`src/rtl/mul_sched.sv`:
```
// Two-requester scheduler for one shared combinational multiplier; one op in flight.
// Optional round-robin grant when MUL_SCHED_RR_EN is defined, otherwise requester 0 has fixed priority.
package mul_sched_pkg;
   typedef enum logic [2:0] {
      MUL    = 3'd0,
      MULH   = 3'd1,
      MULHSU = 3'd2,
      MULHU  = 3'd3
   } alu_t;
endpackage

module mul_sched
   import mul_sched_pkg::*;
#(
   parameter int MUL_CYCLES = 1
) (
   input  logic        clk,
   input  logic        reset,
   input  logic        req0_valid,
   output logic        req0_ready,
   input  logic [31:0] req0_rs1,
   input  logic [31:0] req0_rs2,
   input  alu_t        req0_op,
   input  logic        req1_valid,
   output logic        req1_ready,
   input  logic [31:0] req1_rs1,
   input  logic [31:0] req1_rs2,
   input  alu_t        req1_op,
   output logic [31:0] m_rs1,
   output logic [31:0] m_rs2,
   output alu_t        m_op,
   input  logic [31:0] m_result,
   output logic        rsp0_valid,
   input  logic        rsp0_ready,
   output logic        rsp1_valid,
   input  logic        rsp1_ready,
   output logic [31:0] rsp_data,
   input  logic        flush0
);

   typedef enum logic [1:0] {IDLE, BUSY, DONE} state_t;

   state_t      state_q, state_d;
   logic [1:0]  cnt_q, cnt_d;
   logic [31:0] rs1_q, rs1_d;
   logic [31:0] rs2_q, rs2_d;
   alu_t        op_q, op_d;
   logic        owner_q, owner_d;
   logic [31:0] data_q, data_d;
`ifdef MUL_SCHED_RR_EN
   logic        prio_q, prio_d;
`endif

   logic v0, v1, gnt0, gnt1, idle, hs0, hs1, flush_own;

   // A flushed requester 0 is treated as not requesting, so requester 1 may take the slot.
   always_comb begin
      v0 = req0_valid & ~flush0;
      v1 = req1_valid;
`ifdef MUL_SCHED_RR_EN
      gnt1 = v1 & (~v0 | prio_q);
`else
      gnt1 = v1 & ~v0;
`endif
      gnt0 = v0 & ~gnt1;
      idle = (state_q == IDLE) & ~reset;
      req0_ready = idle & gnt0;
      req1_ready = idle & gnt1;
      hs0 = req0_valid & req0_ready;
      hs1 = req1_valid & req1_ready;
      flush_own = flush0 & ~owner_q;
      rsp0_valid = ~reset & (state_q == DONE) & ~owner_q & ~flush0;
      rsp1_valid = ~reset & (state_q == DONE) & owner_q;
      rsp_data = data_q;
      m_rs1 = rs1_q;
      m_rs2 = rs2_q;
      m_op = reset ? MUL : op_q;
   end

   always_comb begin
      state_d = state_q;
      cnt_d   = cnt_q;
      rs1_d   = rs1_q;
      rs2_d   = rs2_q;
      op_d    = op_q;
      owner_d = owner_q;
      data_d  = data_q;
`ifdef MUL_SCHED_RR_EN
      prio_d  = prio_q;
`endif
      case (state_q)
         IDLE: begin
            if (hs0 | hs1) begin
               rs1_d   = hs1 ? req1_rs1 : req0_rs1;
               rs2_d   = hs1 ? req1_rs2 : req0_rs2;
               op_d    = hs1 ? req1_op  : req0_op;
               owner_d = hs1;
               cnt_d   = 2'(MUL_CYCLES - 1);
               state_d = BUSY;
`ifdef MUL_SCHED_RR_EN
               prio_d  = hs0;
`endif
            end
         end
         BUSY: begin
            if (flush_own) begin
               state_d = IDLE;
            end else if (cnt_q == 2'd0) begin
               data_d  = m_result;
               state_d = DONE;
            end else begin
               cnt_d = cnt_q - 2'd1;
            end
         end
         DONE: begin
            if (flush_own || (owner_q ? rsp1_ready : rsp0_ready))
               state_d = IDLE;
         end
         default: state_d = IDLE;
      endcase
   end

   always_ff @(posedge clk) begin
      if (reset) begin
         state_q <= IDLE;
         cnt_q   <= 2'd0;
         rs1_q   <= 32'd0;
         rs2_q   <= 32'd0;
         op_q    <= MUL;
         owner_q <= 1'b0;
         data_q  <= 32'd0;
`ifdef MUL_SCHED_RR_EN
         prio_q  <= 1'b0;
`endif
      end else begin
         state_q <= state_d;
         cnt_q   <= cnt_d;
         rs1_q   <= rs1_d;
         rs2_q   <= rs2_d;
         op_q    <= op_d;
         owner_q <= owner_d;
         data_q  <= data_d;
`ifdef MUL_SCHED_RR_EN
         prio_q  <= prio_d;
`endif
      end
   end

endmodule

```
`config.mk`:
```
export PLATFORM = sky130hd
export DESIGN_NAME = mul_sched
export DESIGN_NICKNAME = d
export VERILOG_FILES = /design/src/rtl/mul_sched.sv
export SDC_FILE = /design/constraint.sdc
export NUM_CORES = 1
export LEC_CHECK = 0
export ABC_AREA = 1
export ABC_CLOCK_PERIOD_IN_PS = 2800
export BUFFER_PORTS_ARGS = -buffer_cell sky130_fd_sc_hd__buf_2
export CAP_MARGIN = 20
export CORE_AREA = 2 2 107 109
export DETAILED_ROUTE_END_ITERATION = 8
export DIE_AREA = 0 0 109 111
export PLACE_DENSITY = 0.92
export SKIP_LAST_GASP = 1
export SLEW_MARGIN = 15
export SYNTH_ARGS = -nofsm -noshare
export SYNTH_HDL_FRONTEND = slang
export SYNTH_SLANG_ARGS = --single-unit
```
`constraint.sdc`:
```
create_clock -name clk -period 2.8 [get_ports clk]
set_input_delay 0.14 -clock clk [delete_from_list [all_inputs] [get_ports clk]]
set_output_delay 0.14 -clock clk [all_outputs]
set_load 0.02 [all_outputs]
```
**After elaboration in Yosys (flattened, before gate mapping)**

Index checks and enable logic that the tools add are counted.

- Output and inout bits: 103
- Input bits: 173
- Register bits after elaboration: 104

- Multiplexer cells: 14
- Reductions and logical operators: 8
- Bitwise gates (word level): 20
- $add $sub $neg: 1
- Equal/unequal tests: 7

Operator list:

| cell | number |
|---|---|
| $mux 32 | 2 |
| $mux 2 | 7 |
| $and 1x1->1 | 13 |
| $mux 3 | 2 |
| $not 1->1 | 6 |
| $pmux 2 s3 | 1 |
| $reduce_and 3->1 | 2 |
| $logic_not 2->1 | 2 |
| $ne 2x1->1 const B | 2 |
| $ne 2x2->1 const B | 2 |
| $pmux 2 s2 | 1 |
| $reduce_and 4->1 | 1 |
| $ne 3x3->1 const B | 1 |
| $eq 2x1->1 const B | 1 |
| $eq 2x2->1 const B | 1 |
| $reduce_and 2->1 | 1 |
| $reduce_bool 2->1 | 1 |
| $sub 2x1->2 const B | 1 |
| $logic_or 1x1->1 | 1 |
| $mux 1 | 1 |
| $or 1x1->1 | 1 |

**Logic depth before layout (Yosys ltp)**

Gate-level depths: netlist of run 1.

- Depth after elaboration: 11
- Mapped depth: 10
- Gate-level depth less buffers: 8

**Worst setup path before layout of run 1**

Ideal clock, no wire load.

- Path kind: register -> register
- Start: register state_q[0]
- End: register op_q[0]
- Path slack: 1,456 ps
- Library setup time: 109 ps
- Path buffers: 2
- Data arrival time: 1,235 ps
- Cell stages (with the launch flop): 11
- Cells stage by stage: dfxtp_1 inv_2 nand2_1 nor2_2 nand2_1 buf_2 buf_2 nand2_1 nand3_1 nand2_1 inv_1

- Word-level cells in the longest chain between the ends: 6

RTL lines:

| what | RTL line | text |
|---|---|---|
| from (decl) | 43 | `state_t state_q, state_d;` |
| from (signal assigned) | 136 | `state_q <= state_d;` |
| $logic_not 2->1 (*) | 66, 91 |  |
| $and 1x1->1 | 66 | `idle = (state_q == IDLE) & ~reset;` |
| $and 1x1->1, on equally long branches | 67, 68 |  |
| $and 1x1->1, on equally long branches | 69, 70 |  |
| $or 1x1->1 | 93 | `if (hs0 \| hs1) begin` |
| $reduce_and 2->1 (no source line) | -- |  |
| to (signal assigned) | 140 | `op_q <= op_d;` |
| to (decl) | 47 | `alu_t op_q, op_d;` |

Every way passes the cells marked *; elsewhere a longest branch is shown, timed or not.
A chain may end at the register's enable or synchronous reset.

**Worst setup path in the final report of run 1**

- Start: register state_q[0]
- End: output req1_ready

- Word-level cells in the longest chain between the ends: 3

RTL lines:

| what | RTL line | text |
|---|---|---|
| $logic_not 2->1 | 66 |  |
| $and 1x1->1 | 66 |  |
| $and 1x1->1 | 68 | `req1_ready = idle & gnt1;` |
| to (decl) | 25 | `output logic req1_ready,` |

Every way passes these cells.

==> results of run 1 <==
worst register-to-register path, stage by stage (launching register included):
cell,delay (ns)
dfxtp_1,0.34
inv_2,0.06
nand2_1,0.10
nor2_4,0.40
nand2_2,0.35
buf_12,0.28
nand2_1,0.13
nand3_1,0.09
nand2_1,0.09
inv_1,0.04
power groups by stage:
stage               Sequential [mW]  Combinational, mW  Clock [mW]
floorplan                      1.82              0.403           0
global placement               1.68              0.846           0
detailed placement             1.69              0.860           0
CTS                            1.66              0.863        1.35
global route                   1.67              0.966        1.40
finish                         1.66              0.861        1.32
logic make-up (layout without fill, tap and decap cells):
| logic type | after synthesis | after routing |
|---|---|---|
| AOI/OAI and AO/OA | 40 | 40 |
| buffers and inverters | 134 | 379 |
| adders and majority gates | 1 | 1 |
| and+or+nand+nor | 498 | 498 |
| DFF | 104 | 104 |
worst paths after layout:
| check | slack (ns) | from | endpoint | depth (start not counted) |
|---|---|---|---|---|
| max reg2reg | 0.82 | state_q[0]$_SDFFE_PP0P_ | m_rs1[4]$_SDFFE_PP0P_ | 9 |
| max | 0.79 | state_q[0]$_SDFFE_PP0P_ | req1_ready | 6 |
| min | 0.02 | m_result[17] | rsp_data[17]$_SDFFE_PP0P_ | 3 |
| min reg2reg | 0.49 | cnt_q[1]$_SDFFE_PP0P_ | cnt_q[1]$_SDFFE_PP0P_ | 2 |
per-stage QoR:
step	utilization	hold slack, ns	cells	total power, mW
6_report	0.598	0.0239	1165	3.84
5_1_grt	0.598	0.0120	1165	4.04
4_1_cts	0.598	0.0152	1165	3.86
3_5_place_dp	0.571	0.370	1151	2.55
3_3_place_gp	0.571	0.360	1151	2.53
2_1_floorplan	-	0.275	777	2.23
registers in the layout, indices dropped and copies added, names as in the netlist:
name / cells
m_rs1: 32
m_rs2: 32
rsp_data: 32
op_q: 3
cnt_q: 2
state_q: 2
owner_q: 1
final cells by class:
cell class / instances / area [µm²] / share of cell area
Sequential cell: 104 / 2080 / 0.314
Tap cell: 143 / 179 / 0.0270
Clock inverter: 4 / 70.1 / 0.0106
Multi-Input combinational cell: 539 / 2290 / 0.345
Inverter: 82 / 308 / 0.0464
Timing Repair Buffer: 283 / 1460 / 0.220
Clock buffer: 10 / 239 / 0.0361
cell usage in the layout (no fill, tap or decap):
cell / count
nand2_2: 1
nor3_1: 2
ha_1: 1
dfxtp_1: 104
or2_2: 1
nand2_1: 144
a21oi_4: 1
o21ai_0: 34
o31ai_1: 1
clkinv_2: 2
a21oi_1: 4
bufinv_16: 2
buf_2: 275
buf_12: 2
inv_1: 79
clkbuf_8: 1
clkbuf_16: 9
buf_4: 6
nor2_1: 211
nor2_4: 2
nand3_1: 137
inv_2: 3
metal layers:
| layer | GRT usage | vias to the layer above | part of all wire |
|---|---|---|---|
| li1 | - | 2873 | - |
| met3 | 0.0617 | 33 | 0.081 |
| met2 | 0.404 | 238 | 0.49 |
| met4 | 0.0821 | 0 | 0.028 |
| met5 | 0 | - | 0 |
| met1 | 0.282 | 2466 | 0.40 |
==> flow_summary.ini, run 1 <==
[synthesis]
synth_flop_cell = dfxtp_1
yosysMostFrequentCell = nor2_1
synth_common_cells = nor2_1, nand2_1, nand3_1, dfxtp_1, inv_1
yosysWarnings = 0
netlist_area_um2 = 4890
synthXorXnorAreaFrac = 0
async_flop_share = 0
synth_top_family_by_area = simple AND/OR/NAND/NOR gates
synth-simple-area-share = 0.419
yosysTopAreaCellShare = 0.425
yosys.area.top_type = dfxtp_1
synth_edf_count = 0
synthMuxAreaShare = 0
seq_area_frac_synth = 0.425
ys_ff_latch = 104
syn_inst = 777
synth_cell_types = 18
synthesis.nets = 951
ys_top_cells_by_area = dfxtp_1, nor2_1, nand3_1
synthAdderAreaFrac = 0.00256
synth_compound_area_frac = 0.0422
syn_avg_cell_area_um2 = 6.30

[cts]
root_buffer = clkbuf_16
cts_resized = 0
path_clk_slew_ns = 0.07
clock-sinks = 104
htree_levels = 3
clkLatencyLatePin_ns = 0.33
post_cts_buffers = 0
clk_path_buf_depth = 2
cts_tree = built
cts_made_buffers = 9
holdBufCountCts = 0

[die]
die_w_um = 109
placementRows = 39
start_util = 0.442
die_area_um2 = 12100
core_area_um2 = 11100
ios = 276
die_y_um = 111

[power_and_ir_drop]
switching_power_mw = 1.13
clkPwrFrac = 0.344
p_int_mw = 2.71
p_leak_nw = 3.92
seqPwrFrac = 0.431
combPwrFrac = 0.224
p_per_area_nw_per_um2 = 579
max-vdd-ir-drop_v = 0.000330
switching_share = 0.294

[cells_and_area]
final_nets = 1193
design_area_um2 = 6630
fillers = 1025
syn_to_final_growth_pct = 35.5
drive_above_1_share = 0.298
antenna_cells = 0

[status]
outcome = finished, final reports clean

[setup_path]
startpoint_type = flip-flop
path_buf_inv = 3
cp_max_fo = 19
path_delay_family = simple AND/OR/NAND/NOR gates
crit_path_cell_trace = inv_2, nand2_1, nor2_4, nand2_2, inv_1, buf_2
critPathCaptureType = output port
critPathRequiredTime_ns = 2.66
slowest_delay_ns = 0.40
crit_arrival_ns = 1.87
critPathSlowestCell = nor2_4
crit_type = flip-flop to output port

[sta]
rsz0062_at_grt = false
fin_crit_sh = 0.719
timing.final.ws_setup_ns = 0.788
worst_pin_slew_ns = 0.991
slew_headroom = 0.339
setup_viol = 0
timing_hold_violations_final = 0
setup-tns-final_ns = 0
slew_viol_final = 0
fmax_ghz = 0.497
worst_clock_skew_ns = 0.00811
fin_crit_ns = 2.01

[detailed_routing]
wirelength_mm = 14.3
drtIter0Drc = 488
firstDrtPassIters = 5
via_per_inst = 4.82
drcViolationCount = 0
drt.antenna.violating_nets = 0
wl_per_cell_um = 12.3
vias = 5610

[placement]
portBuffers = 275
post-place-ws_ns = 0.857
dp_hpwl_mm = 10.4
gp_congestion = 0.864
placed_cell_area_um2 = 6320

[global_routing]
grt_usage = 0.236
grt_max_degree = 100
grt_pass1_wl_mm = 23.1
grt.overflow.total = 0
antenna_found_initial = 0
grt_pass1_vias = 5039

[min_path]
worst_hold_path_type = primary input to flip-flop

[flow_run]
max_cap_viol_count = 0
Power figures use the tool's default switching activity.
==> run 2: changes to the inputs <==
Settings changed: ABC_CLOCK_PERIOD_IN_PS 2800 to 1690, CORE_AREA 2 2 107 109 to default, CORE_UTILIZATION from default to 40, DIE_AREA 0 0 109 111 to default, PLACE_DENSITY 0.92 to 0.88.
Clock period 2.8 ns to 1.69 ns, I/O delays scaled along.
==> flow_summary.ini, run 2 (synthesized netlist as in run 1, its figures left out) <==
[placement]
portBuffers = 275
dp_hpwl_mm = 10.4
placed_cell_area_um2 = 6450
gp_congestion = 0.761

[min_path]
worst_hold_path_type = primary input to flip-flop

[cells_and_area]
final_common_cell = buf_2
layout_common_cells = buf_2, nor2_1, nand2_1
antenna_cells = 0
final_nets = 1233
design_area_um2 = 7080
syn_to_final_growth_pct = 44.8
drive_above_1_share = 0.298

[setup_path]
crit_arrival_ns = 1.50
slowest_delay_ns = 0.34
crit_path_cell_trace = inv_2, nand2_1, nor2_4, nand2_2, buf_6, inv_1, buf_2
critPathCaptureType = output port
startpoint_type = flip-flop
crit_type = flip-flop to output port
critPathRequiredTime_ns = 1.61
cp_max_fo = 20
critPathSlowestCell = dfxtp_1

[power_and_ir_drop]
p_leak_nw = 4.12
p_per_area_nw_per_um2 = 927
max-vdd-ir-drop_v = 0.000571

[cts]
htree_levels = 3
path_clk_slew_ns = 0.07
cts_made_buffers = 9
cts_tree = built
clock-sinks = 104
post_cts_buffers = 0
root_buffer = clkbuf_16
clk_path_buf_depth = 2
clkLatencyLatePin_ns = 0.34

[sta]
setup-tns-final_ns = 0
fin_crit_ns = 1.59
slew_headroom = 0.525
fmax_ghz = 0.630
worst_pin_slew_ns = 0.704
fin_crit_sh = 0.940
worst_clock_skew_ns = 0.00833
setup_viol = 0
timing_hold_violations_final = 0
slew_viol_final = 0
rsz0062_at_grt = false

[die]
start_util = 0.409
ios = 276
die_w_um = 113
die_y_um = 113
core_area_um2 = 12000
die_area_um2 = 12700
placementRows = 40

[detailed_routing]
firstDrtPassIters = 5
wl_per_cell_um = 12.6
wirelength_mm = 15.2
drtIter0Drc = 372
drcViolationCount = 0
via_per_inst = 4.73
drt.antenna.violating_nets = 0
vias = 5733

[global_routing]
grt_pass1_vias = 5048
grt_usage = 0.237
grt_pass1_wl_mm = 24.0
grt.overflow.total = 0
grt_max_degree = 56
antenna_found_initial = 0

[status]
outcome = finished, final reports clean

[flow_run]
max_cap_viol_count = 0
==> run 2: cell count changes in the layout (fill, tap and decap cells not counted) <==
cell	delta
buf_12	+4
buf_6	+1
clkinv_2	-1
dlygate4sd3_1	+30
inv_6	+1
clkinv_4	+2
buf_4	+5
==> run 2: final timing paths <==
check | start | endpoint | slack (ns) | cells past startpoint
max | state_q[0]$_SDFFE_PP0P_ | req1_ready | 0.10 | 7
min | m_result[20] | rsp_data[20]$_SDFFE_PP0P_ | 0.01 | 3
max reg2reg | owner_q$_SDFFE_PP0P_ | rsp_data[2]$_SDFFE_PP0P_ | 0.19 | 7
min reg2reg | cnt_q[1]$_SDFFE_PP0P_ | cnt_q[1]$_SDFFE_PP0P_ | 0.50 | 2
==> run 2: stage by stage <==
stage	setup slack (ns)	power, mW	hold WS [ns]	utilization	std cells
2_1_floorplan	0.346	3.69	0.219	-	777
3_3_place_gp	0.221	4.24	0.304	0.539	1165
3_5_place_dp	0.211	4.27	0.311	0.539	1165
4_1_cts	0.0300	6.62	0.00437	0.592	1211
5_1_grt	0.000688	6.90	0.0238	0.592	1211
6_report	0.102	6.57	0.0118	0.592	1211
==> run 2: layer usage <==
layer / global-route usage / routed length (µm) / vias to the layer above
li1: - / - / 2952
met1: 0.280 / 6130 / 2473
met2: 0.409 / 7510 / 251
met3: 0.0389 / 967 / 57
met4: 0.133 / 626 / 0
met5: 0 / 0 / -
==> run 2: layout make-up <==
type / instances / area [µm²]
timing repair buffer: 323 / 1890
clock buffer: 10 / 239
sequential: 104 / 2080
inverter: 82 / 308
multi-input combinational: 539 / 2290
clock inverter: 6 / 91.3
fill: 1138 / 4880
tap: 147 / 184
==> run 2: worst max-delay path, delay by kind of cell (launching register included) <==
kind,cells,cell delay [ns]
buf+inv,4,0.46
simple gates,3,0.37
flops,1,0.34
==> run 2: timing repair <==
item / in CTS / in global routing
setup endpoints to repair: 0 / 1
hold buffers: 30 / 0
endpoints found under the hold margin: 30 / 0
gates resized for setup: 0 / 1
==> run 2: power breakdown <==
part | internal, mW | switching [mW] | total, mW
registers | 2.65 | 0.0947 | 2.74
clock network | 1.35 | 0.934 | 2.28
logic | 0.609 | 0.931 | 1.54
total | 4.61 | 1.96 | 6.57
